--- config.mk ---
export PLATFORM = sky130hd
export DESIGN_NAME = ble_frame_parser_flat
export DESIGN_NICKNAME = d
export VERILOG_FILES = /design/src/rtl/ble_frame_parser_if.sv /design/src/rtl/ble_frame_parser.sv /design/src/flat_wrapper.sv
export SDC_FILE = /design/constraint.sdc
export NUM_CORES = 1
export LEC_CHECK = 0
export BUFFER_PORTS_ARGS = -buffer_cell sky130_fd_sc_hd__buf_4
export CAP_MARGIN = 20
export CORE_MARGIN = 2
export CORE_UTILIZATION = 30
export CTS_CLUSTER_DIAMETER = 80
export CTS_CLUSTER_SIZE = 16
export DETAILED_ROUTE_END_ITERATION = 8
export GPL_ROUTABILITY_DRIVEN = 0
export PLACE_DENSITY_LB_ADDON = 0.08
export SYNTH_ARGS = -nofsm -noshare
export SYNTH_HDL_FRONTEND = slang
export SYNTH_SLANG_ARGS = --single-unit
--- constraint.sdc ---
create_clock -name clk -period 3 [get_ports clk]
set_input_delay 0.9 -clock clk [delete_from_list [all_inputs] [get_ports clk]]
set_output_delay 0.9 -clock clk [all_outputs]
set_load 0.01 [all_outputs]
--- src/rtl/ble_frame_parser_if.sv ---
// Byte-stream bundle between the UART receiver, the frame parser and the
// downstream payload consumer. The parser takes the slave view; whatever
// feeds it bytes and drains its payload takes the master view.
interface ble_frame_parser_if;
    logic       in_drive;
    logic [7:0] in_data;
    logic       out_valid;
    logic       out_ready;
    logic [7:0] out_data;
    logic       out_last;
    logic       frame_ok;
    logic       err_pulse;
    logic [1:0] err_code;

    modport master (
        output in_drive, in_data, out_ready,
        input  out_valid, out_data, out_last, frame_ok, err_pulse, err_code
    );

    modport slave (
        input  in_drive, in_data, out_ready,
        output out_valid, out_data, out_last, frame_ok, err_pulse, err_code
    );
endinterface

--- src/rtl/ble_frame_parser.sv ---
// BLE control-path frame parser: hunts for SOF, collects a length-prefixed
// payload, verifies an XOR checksum and replays the payload as a
// valid/ready stream. Bad frames are dropped whole with an error pulse.
//
// state   | meaning
// --------+---------------------------------------------------------------
// HUNT    | idle, waiting for the start-of-frame byte
// LEN_ST  | SOF seen, next byte is the payload length
// PAYLOAD | storing payload bytes into the buffer
// CHK_ST  | next byte is the checksum
// EMIT    | checksum good, streaming the buffer out
module ble_frame_parser #(
    parameter logic [7:0] SOF_BYTE       = 8'hAA,
    parameter int         MAX_LEN        = 16,
    parameter int         TIMEOUT_CYCLES = 2000
) (
    input  logic              clk,
    input  logic              rst,
    ble_frame_parser_if.slave bus
);

    localparam int            IW        = (MAX_LEN > 1) ? $clog2(MAX_LEN) : 1;
    localparam int            TW        = $clog2(TIMEOUT_CYCLES + 1);
    localparam logic [TW-1:0] TMO_LOAD  = TW'(TIMEOUT_CYCLES - 1);
    localparam logic [7:0]    MAX_LEN_B = 8'(MAX_LEN);

    localparam logic [1:0] ERR_OVERRUN = 2'b00;
    localparam logic [1:0] ERR_LEN     = 2'b01;
    localparam logic [1:0] ERR_CHK     = 2'b10;
    localparam logic [1:0] ERR_TMO     = 2'b11;

    typedef enum logic [2:0] {
        HUNT,
        LEN_ST,
        PAYLOAD,
        CHK_ST,
        EMIT
    } state_t;

    state_t        state, state_nxt;
    logic [7:0]    len_q, len_nxt;
    logic [7:0]    chk_q, chk_nxt;
    // Shared index: write pointer while collecting, read pointer while emitting.
    logic [IW-1:0] idx_q, idx_nxt;
    logic [IW-1:0] idx_inc;
    logic [TW-1:0] tmo_q, tmo_nxt;
    logic          tmo_active;
    logic          tmo_hit;
    logic          wr_en;

    logic          out_valid_q, out_valid_nxt;
    logic [7:0]    out_data_q, out_data_nxt;
    logic          out_last_q, out_last_nxt;
    logic          frame_ok_q, frame_ok_nxt;
    logic          err_pulse_q, err_pulse_nxt;
    logic [1:0]    err_code_q, err_code_nxt;

    logic [7:0]    buf_mem [MAX_LEN];

    assign idx_inc    = idx_q + IW'(1);
    assign tmo_active = (state == LEN_ST) || (state == PAYLOAD) || (state == CHK_ST);
    // The inter-byte timer reloads on every strobe and only runs mid-frame,
    // so hitting zero means TIMEOUT_CYCLES idle cycles since the last byte.
    assign tmo_hit    = tmo_active && !bus.in_drive && (tmo_q == '0);
    assign tmo_nxt    = (bus.in_drive || !tmo_active) ? TMO_LOAD : (tmo_q - TW'(1));

    assign bus.out_valid = out_valid_q;
    assign bus.out_data  = out_data_q;
    assign bus.out_last  = out_last_q;
    assign bus.frame_ok  = frame_ok_q;
    assign bus.err_pulse = err_pulse_q;
    assign bus.err_code  = err_code_q;

    // State register.
    always_ff @(posedge clk or negedge rst) begin
        if (!rst) begin
            state <= HUNT;
        end else begin
            state <= state_nxt;
        end
    end

    // Next-state, datapath and registered-output decode.
    always_comb begin
        state_nxt     = state;
        len_nxt       = len_q;
        chk_nxt       = chk_q;
        idx_nxt       = idx_q;
        wr_en         = 1'b0;
        out_valid_nxt = out_valid_q;
        out_data_nxt  = out_data_q;
        out_last_nxt  = out_last_q;
        frame_ok_nxt  = 1'b0;
        err_pulse_nxt = 1'b0;
        err_code_nxt  = 2'b00;

        case (state)
            HUNT: begin
                if (bus.in_drive && (bus.in_data == SOF_BYTE)) begin
                    state_nxt = LEN_ST;
                end
            end

            LEN_ST: begin
                if (bus.in_drive) begin
                    if ((bus.in_data == 8'd0) || (bus.in_data > MAX_LEN_B)) begin
                        err_pulse_nxt = 1'b1;
                        err_code_nxt  = ERR_LEN;
                        state_nxt     = HUNT;
                    end else begin
                        len_nxt   = bus.in_data;
                        chk_nxt   = bus.in_data;
                        idx_nxt   = '0;
                        state_nxt = PAYLOAD;
                    end
                end else if (tmo_hit) begin
                    err_pulse_nxt = 1'b1;
                    err_code_nxt  = ERR_TMO;
                    state_nxt     = HUNT;
                end
            end

            PAYLOAD: begin
                if (bus.in_drive) begin
                    wr_en   = 1'b1;
                    chk_nxt = chk_q ^ bus.in_data;
                    idx_nxt = idx_inc;
                    if (8'(idx_q) == (len_q - 8'd1)) begin
                        state_nxt = CHK_ST;
                    end
                end else if (tmo_hit) begin
                    err_pulse_nxt = 1'b1;
                    err_code_nxt  = ERR_TMO;
                    state_nxt     = HUNT;
                end
            end

            CHK_ST: begin
                if (bus.in_drive) begin
                    if (bus.in_data == chk_q) begin
                        frame_ok_nxt  = 1'b1;
                        idx_nxt       = '0;
                        out_valid_nxt = 1'b1;
                        out_data_nxt  = buf_mem[0];
                        out_last_nxt  = (len_q == 8'd1);
                        state_nxt     = EMIT;
                    end else begin
                        err_pulse_nxt = 1'b1;
                        err_code_nxt  = ERR_CHK;
                        state_nxt     = HUNT;
                    end
                end else if (tmo_hit) begin
                    err_pulse_nxt = 1'b1;
                    err_code_nxt  = ERR_TMO;
                    state_nxt     = HUNT;
                end
            end

            EMIT: begin
                // Bytes arriving while the buffer is busy cannot be stored;
                // a dropped SOF is deliberately not remembered.
                if (bus.in_drive) begin
                    err_pulse_nxt = 1'b1;
                    err_code_nxt  = ERR_OVERRUN;
                end
                if (out_valid_q && bus.out_ready) begin
                    if (out_last_q) begin
                        out_valid_nxt = 1'b0;
                        out_data_nxt  = 8'd0;
                        out_last_nxt  = 1'b0;
                        state_nxt     = HUNT;
                    end else begin
                        idx_nxt      = idx_inc;
                        out_data_nxt = buf_mem[idx_inc];
                        out_last_nxt = (8'(idx_inc) == (len_q - 8'd1));
                    end
                end
            end

            default: begin
                state_nxt = HUNT;
            end
        endcase
    end

    // Datapath, timer and output registers.
    always_ff @(posedge clk or negedge rst) begin
        if (!rst) begin
            len_q       <= 8'd0;
            chk_q       <= 8'd0;
            idx_q       <= '0;
            tmo_q       <= TMO_LOAD;
            out_valid_q <= 1'b0;
            out_data_q  <= 8'd0;
            out_last_q  <= 1'b0;
            frame_ok_q  <= 1'b0;
            err_pulse_q <= 1'b0;
            err_code_q  <= 2'b00;
        end else begin
            len_q       <= len_nxt;
            chk_q       <= chk_nxt;
            idx_q       <= idx_nxt;
            tmo_q       <= tmo_nxt;
            out_valid_q <= out_valid_nxt;
            out_data_q  <= out_data_nxt;
            out_last_q  <= out_last_nxt;
            frame_ok_q  <= frame_ok_nxt;
            err_pulse_q <= err_pulse_nxt;
            err_code_q  <= err_code_nxt;
        end
    end

    // Payload buffer; contents are only meaningful after a full collect.
    always_ff @(posedge clk) begin
        if (wr_en) begin
            buf_mem[idx_q] <= bus.in_data;
        end
    end

endmodule

--- src/flat_wrapper.sv ---
// flat-port wrapper written by rule: the top's interface ports become plain ports
module ble_frame_parser_flat 
#(
    parameter logic [7:0] SOF_BYTE       = 8'hAA,
    parameter int         MAX_LEN        = 16,
    parameter int         TIMEOUT_CYCLES = 2000
)
  (clk, rst, bus_in_drive, bus_in_data, bus_out_ready, bus_out_valid, bus_out_data, bus_out_last, bus_frame_ok, bus_err_pulse, bus_err_code);
  ble_frame_parser_if bus_i ();
  input  logic clk;
  input  logic rst;
  input wire logic [$bits(bus_i.in_drive)-1:0] bus_in_drive;
  input wire logic [$bits(bus_i.in_data)-1:0] bus_in_data;
  input wire logic [$bits(bus_i.out_ready)-1:0] bus_out_ready;
  output wire logic [$bits(bus_i.out_valid)-1:0] bus_out_valid;
  output wire logic [$bits(bus_i.out_data)-1:0] bus_out_data;
  output wire logic [$bits(bus_i.out_last)-1:0] bus_out_last;
  output wire logic [$bits(bus_i.frame_ok)-1:0] bus_frame_ok;
  output wire logic [$bits(bus_i.err_pulse)-1:0] bus_err_pulse;
  output wire logic [$bits(bus_i.err_code)-1:0] bus_err_code;
  assign bus_i.in_drive = bus_in_drive;
  assign bus_i.in_data = bus_in_data;
  assign bus_i.out_ready = bus_out_ready;
  assign bus_out_valid = bus_i.out_valid;
  assign bus_out_data = bus_i.out_data;
  assign bus_out_last = bus_i.out_last;
  assign bus_frame_ok = bus_i.frame_ok;
  assign bus_err_pulse = bus_i.err_pulse;
  assign bus_err_code = bus_i.err_code;
  ble_frame_parser #(.SOF_BYTE(SOF_BYTE), .MAX_LEN(MAX_LEN), .TIMEOUT_CYCLES(TIMEOUT_CYCLES)) u_core (.clk(clk), .rst(rst), .bus(bus_i));
endmodule
# == Yosys cells after proc, flatten, opt, wreduce, memory -nomap -nowiden ==
# Memories as Yosys holds them, arrays and structs flattened.
# Index checks and enable logic that the tools add are counted.
# W data, S select, Z words.
# totals
ff_bits,48
latch_bits,0
wordCells,119
romBits,0
mem_bits_rw,128
mem_count,1
output_inout_bits,14
inputBits,12
# memory_table
name,words,width,rd,rd_ports_with_merged_regs,wr,line_no,source
u_core.buf_mem,16,8,2,0,1,ble_frame_parser.sv:58,logic [7:0] buf_mem [MAX_LEN];
# classes
reduce_logical,22
div_mod_pow,0
bitwise,2
magnitude_cmp,1
shifts,0
n_mul,0
eq_ne,19
addsub,3
n_mux,60
# ops
cell,count
$mux W8,7
$pmux W8 S2,2
$mux W4,7
$mux W3,9
$mux W1,22
$eq A4 B8 Y1,2
$pmux W4 S4,1
$pmux W3 S5,1
$mux W2,6
$ne A2 B2 Y1 const B,6
$reduce_and A4 Y1,3
$logic_not A11 Y1,1
$mux W11,1
$sub A11 B1 Y11 const B,1
$eq A8 B1 Y1 const B,1
$eq A8 B8 Y1,1
$eq A8 B8 Y1 const B,1
$gt A8 B5 Y1 const B,1
$logic_not A8 Y1,1
$reduce_and A8 Y1,1
$sub A8 B1 Y8 const B,1
$xor A8 B8 Y8,1
$eq A3 B2 Y1 const B,2
$ne A2 B1 Y1 const B,3
16 further kinds,25

# == Logic depth before layout (Yosys ltp) ==
# depth
depth_word,8
depth_mapped,11
mapped_depth_nobuf,7

# == Least setup slack after synthesis ==
# OpenSTA, ideal clock, no wires.
# synth_timing
path_kind,input to register
from,input bus_in_drive
to,memory u_core.buf_mem[1][0] (enable)
n_path_buf,1
setup_time_ns,0.395
arrival_ns,2.206
required_ns,2.605
setup_slack_ns,0.400
cell_stages,4
path_cell_list,nor2b_1 -> nand2_1 -> clkbuf_1 -> nor4_1
# synth_between
elab_chain_cells,4
# synth_lines
element,line_no,source
from (decl),flat_wrapper.sv:12,input wire logic [$bits(bus_i.in_drive)-1:0] bus_in_drive;
$mux W1,ble_frame_parser.sv:124,if (bus.in_drive) begin
$mux W1,ble_frame_parser.sv:97,case (state)
$mux W1,ble_frame_parser.sv:215,if (wr_en) begin
$mux W1 (implied by the code),ble_frame_parser.sv:216,buf_mem[idx_q] <= bus.in_data;
to (decl),ble_frame_parser.sv:58,
# Every way passes these cells.

# == Worst setup path in the final report ==
# layout_timing
from,register u_core.idx_q[1]
to,"register u_core.out_data_q[6], in the netlist u_core.bus.out_data[6]"
# layout_between
elab_chain_cells,5
# layout_lines
element,line_no,source
from (decl),ble_frame_parser.sv:44,"logic [IW-1:0] idx_q, idx_nxt;"
from (signal assigned),ble_frame_parser.sv:202,idx_q <= idx_nxt;
$add A4 B1 Y4,ble_frame_parser.sv:60,assign idx_inc = idx_q + IW'(1);
$mem_v2 Z16 W8,-,
$mux W8,ble_frame_parser.sv:167,if (out_last_q) begin
$mux W8,ble_frame_parser.sv:166,if (out_valid_q && bus.out_ready) begin
$pmux W8 S2,ble_frame_parser.sv:97,
to (signal assigned),ble_frame_parser.sv:205,out_data_q <= out_data_nxt;
to (decl),ble_frame_parser.sv:52,"logic [7:0] out_data_q, out_data_nxt;"
# Every way passes these cells. The select of a mux whose other input is x is not followed.
# A chain may end at the register's enable or synchronous reset.

==> metrics <==
status completed; gr busiest metal met2; Sw Share 22.58%; Hold Crit Start u_core.tmo_q[0]; peak supply drop roughly 0.36 mV; diode count 0; crit share post-route 90.96%; post-layout min period about 2700 ps; Num CTS Buffers 17; Initial Utilization between 30% and 40%; Die X 164.4 um; leading area contributor after synthesis edfxtp_1; FF-to-FF path depth 8; TritonCTS clock tree built; fmax ~370 MHz; PnR worst setup slack 271.1 ps; Worst slew margin around half; # rows between 50 and 60; die footprint about 27000 um2; max_cap viols 0; net switching power around 1.1 mW; clk_skew about 12 ps; Post-CTS Setup Bufs 0; IO buf count 25; global routing usage on met3 under 10%; fillcell total between 2000 and 2500; Synth cell types between 50 and 60; die height 164.4 um; share of layout cells above drive strength 1 27.16%; Post-Place Worst Slack between 150 and 200 ps; post-DR vias/cell between 4 and 5; Syn Area/Cell between 15 and 20 um2; reg2reg setup slack about 270 ps; WHS Path Cells 1; Initial DRC Count 275; YS warnings 0; vias in the first global route between 4000 and 5000; Mapped Area 7721 um2; Clk network pwr share between 40% and 50%; Finish-stage setup viols 0; Power, Total 5.004 mW; Req. time, crit path roughly 3300 ps; area share of the largest cell type after synthesis 49.78%; Critical Path AT roughly 3000 ps; PwrDens 555.1 nW/um2; IO Pins 26; Post-route DRC 0; worst reg2reg startpoint u_core.idx_q[1]; RSZ-0062 raised after global routing false; grt met2 use between 20% and 30%; H-tree depth 4; Critical Path Source Type flip-flop; worst r2r dst u_core.bus.out_data[6]; kind of critical path reg2reg; Finished Core Util approximately 36%; Post-synth top flop edfxtp_1; synth cell count leaders edfxtp_1 (128), dfrtp_1 (39), mux4_2 (32); CP max FO 19; CP endpoint kind flip-flop; most frequent cell after synthesis edfxtp_1; most area-consuming cells after synthesis edfxtp_1 (50%), dfrtp_1 (13%), mux4_2 (9.3%), mux2i_1 (3.4%), dfstp_2 (3.1%); Core Area approximately 25000 um2; Post-synth EDFFs approximately 130; cts hold-fix bufs 0; Slew @ Worst Pin approximately 750 ps; fin cells 886; final WL ~19000 um; post-synthesis sequential area ratio around 65%; global route overflow 0; Fin. Hold Viols 0; WHS Endpoint u_core.tmo_q[0]; detailed-route via count between 4000 and 5000; global-route wire length before repair a little under 30000 um; Comb power frac around 2.9%; Flop pwr share between 50% and 60%; Internal 3.874 mW; Yosys reg bits ~180; Longest Clk Path Bufs 2; initial antenna violation count 0; worst hold slack about 470 ps; cts repair resizes 0; pin count of the biggest net entering global routing 49; First-pass DRT Iterations 4; Hold WC Path Type reg2reg; fin nets approximately 560; GRT Util Overall 15.16%; final instance area roughly 9000 um2; Synth Net Count a little over 500; area post-placement 8426 um2; FFs w/ async S/R, synth ~27%; Wirelength per Cell approximately 22 um; Clock Latency Late Sink approximately 430 ps; max-slew violations 0; Worst-path clk slew about 80 ps; global routing usage on met1 just over 20%; Area Overhead vs Synth 16.76%; placed cell count approximately 850; Final ANT Viol Nets 0; Clock Sinks 176; Static Leakage around 3.3 nW; Post-DP HPWL 12880 um; cell count after synthesis 494; setup TNS 0 ps; clock root buffer clkbuf_16
-- state kept, by name, summed over array words and instances (netlist names) --
| name | flops |
|---|---|
| u_core.bus.err_pulse | 1 |
| u_core.tmo_q | 11 |
| u_core.bus.out_last | 1 |
| u_core.bus.out_data | 8 |
| u_core.state | 3 |
| u_core.bus.out_valid | 1 |
| u_core.bus.frame_ok | 1 |
| u_core.idx_q | 4 |
| u_core.buf_mem | 128 |
| u_core.bus.err_code | 2 |
| u_core.chk_q | 8 |
| u_core.len_q | 8 |
-- cells in the final DEF (no fill, tap or decap), types with 5 or more instances in the layout --
cell type	instances
nor3_1	9
buf_4	51
a21oi_1	23
mux2_4	5
nand2b_1	5
clkbuf_16	19
xnor2_1	21
or3_1	9
o21ai_0	5
dfrtp_1	38
and2_1	7
a31oi_1	10
dfstp_2	9
nor4_1	7
nor2_1	28
inv_1	11
inv_6	5
edfxtp_1	128
mux2i_1	26
and3_1	7
mux4_2	32
nand2_1	23
nand3_1	7
ha_1	8
a22oi_1	8
-- power groups by stage --
stage                     logic [mW]  clock network [mW]  registers, mW
after floorplan               0.0526                   0           2.70
after global placement         0.143                   0           2.70
after detailed placement       0.147                   0           2.70
after CTS                      0.148                2.26           2.65
after global routing           0.160                2.35           2.65
final                          0.144                2.21           2.65
-- how the worst max path moves through the flow --
stage	from	end	slack, ps
after CTS	u_core.idx_q[1]	u_core.bus.out_data[6]	200
after global routing	u_core.idx_q[1]	u_core.bus.out_data[6]	130
after global placement	u_core.idx_q[1]	u_core.bus.out_data[6]	210
after floorplan	bus_in_drive	u_core.buf_mem[1][0]	400
after detailed placement	u_core.idx_q[1]	u_core.bus.out_data[6]	190
final	u_core.idx_q[1]	u_core.bus.out_data[6]	270
-- final cells by class --
type                            count  area, um2  share of cell area [%]
Clock buffer                       20      479.2                   5.316
Clock inverter                     12      110.1                   1.221
Inverter                           11      41.29                  0.4580
Multi-Input combinational cell    284       2491                   27.63
Sequential cell                   176       5057                   56.10
Tap cell                          330      412.9                   4.580
Timing Repair Buffer               53      422.9                   4.691
-- worst max-delay path: stages (launching register included) --
cell and delay [ps]:
dfrtp_1 480, inv_1 140, ha_1 470, buf_12 230, mux4_2 370, mux2i_1 300, mux2i_1 170, a22oi_1 300
a21oi_1 110
-- routing by layer --
metal	wire, um	up-vias
met5	0	-
met3	513	8
met4	182	0
li1	-	1991
met1	9042	2248
met2	9550	62
-- kinds of logic after synthesis --
kind of cell | count (synthesis) | share of synthesized area [%]
buf+inv | 34 | 2.252
compound gates | 55 | 4.408
fa+ha+maj | 8 | 1.296
xor+xnor | 27 | 3.403
mux | 66 | 14.11
flops | 176 | 65.48
simple gates | 128 | 9.042
Note: power is estimated with default switching activity, not from simulation.
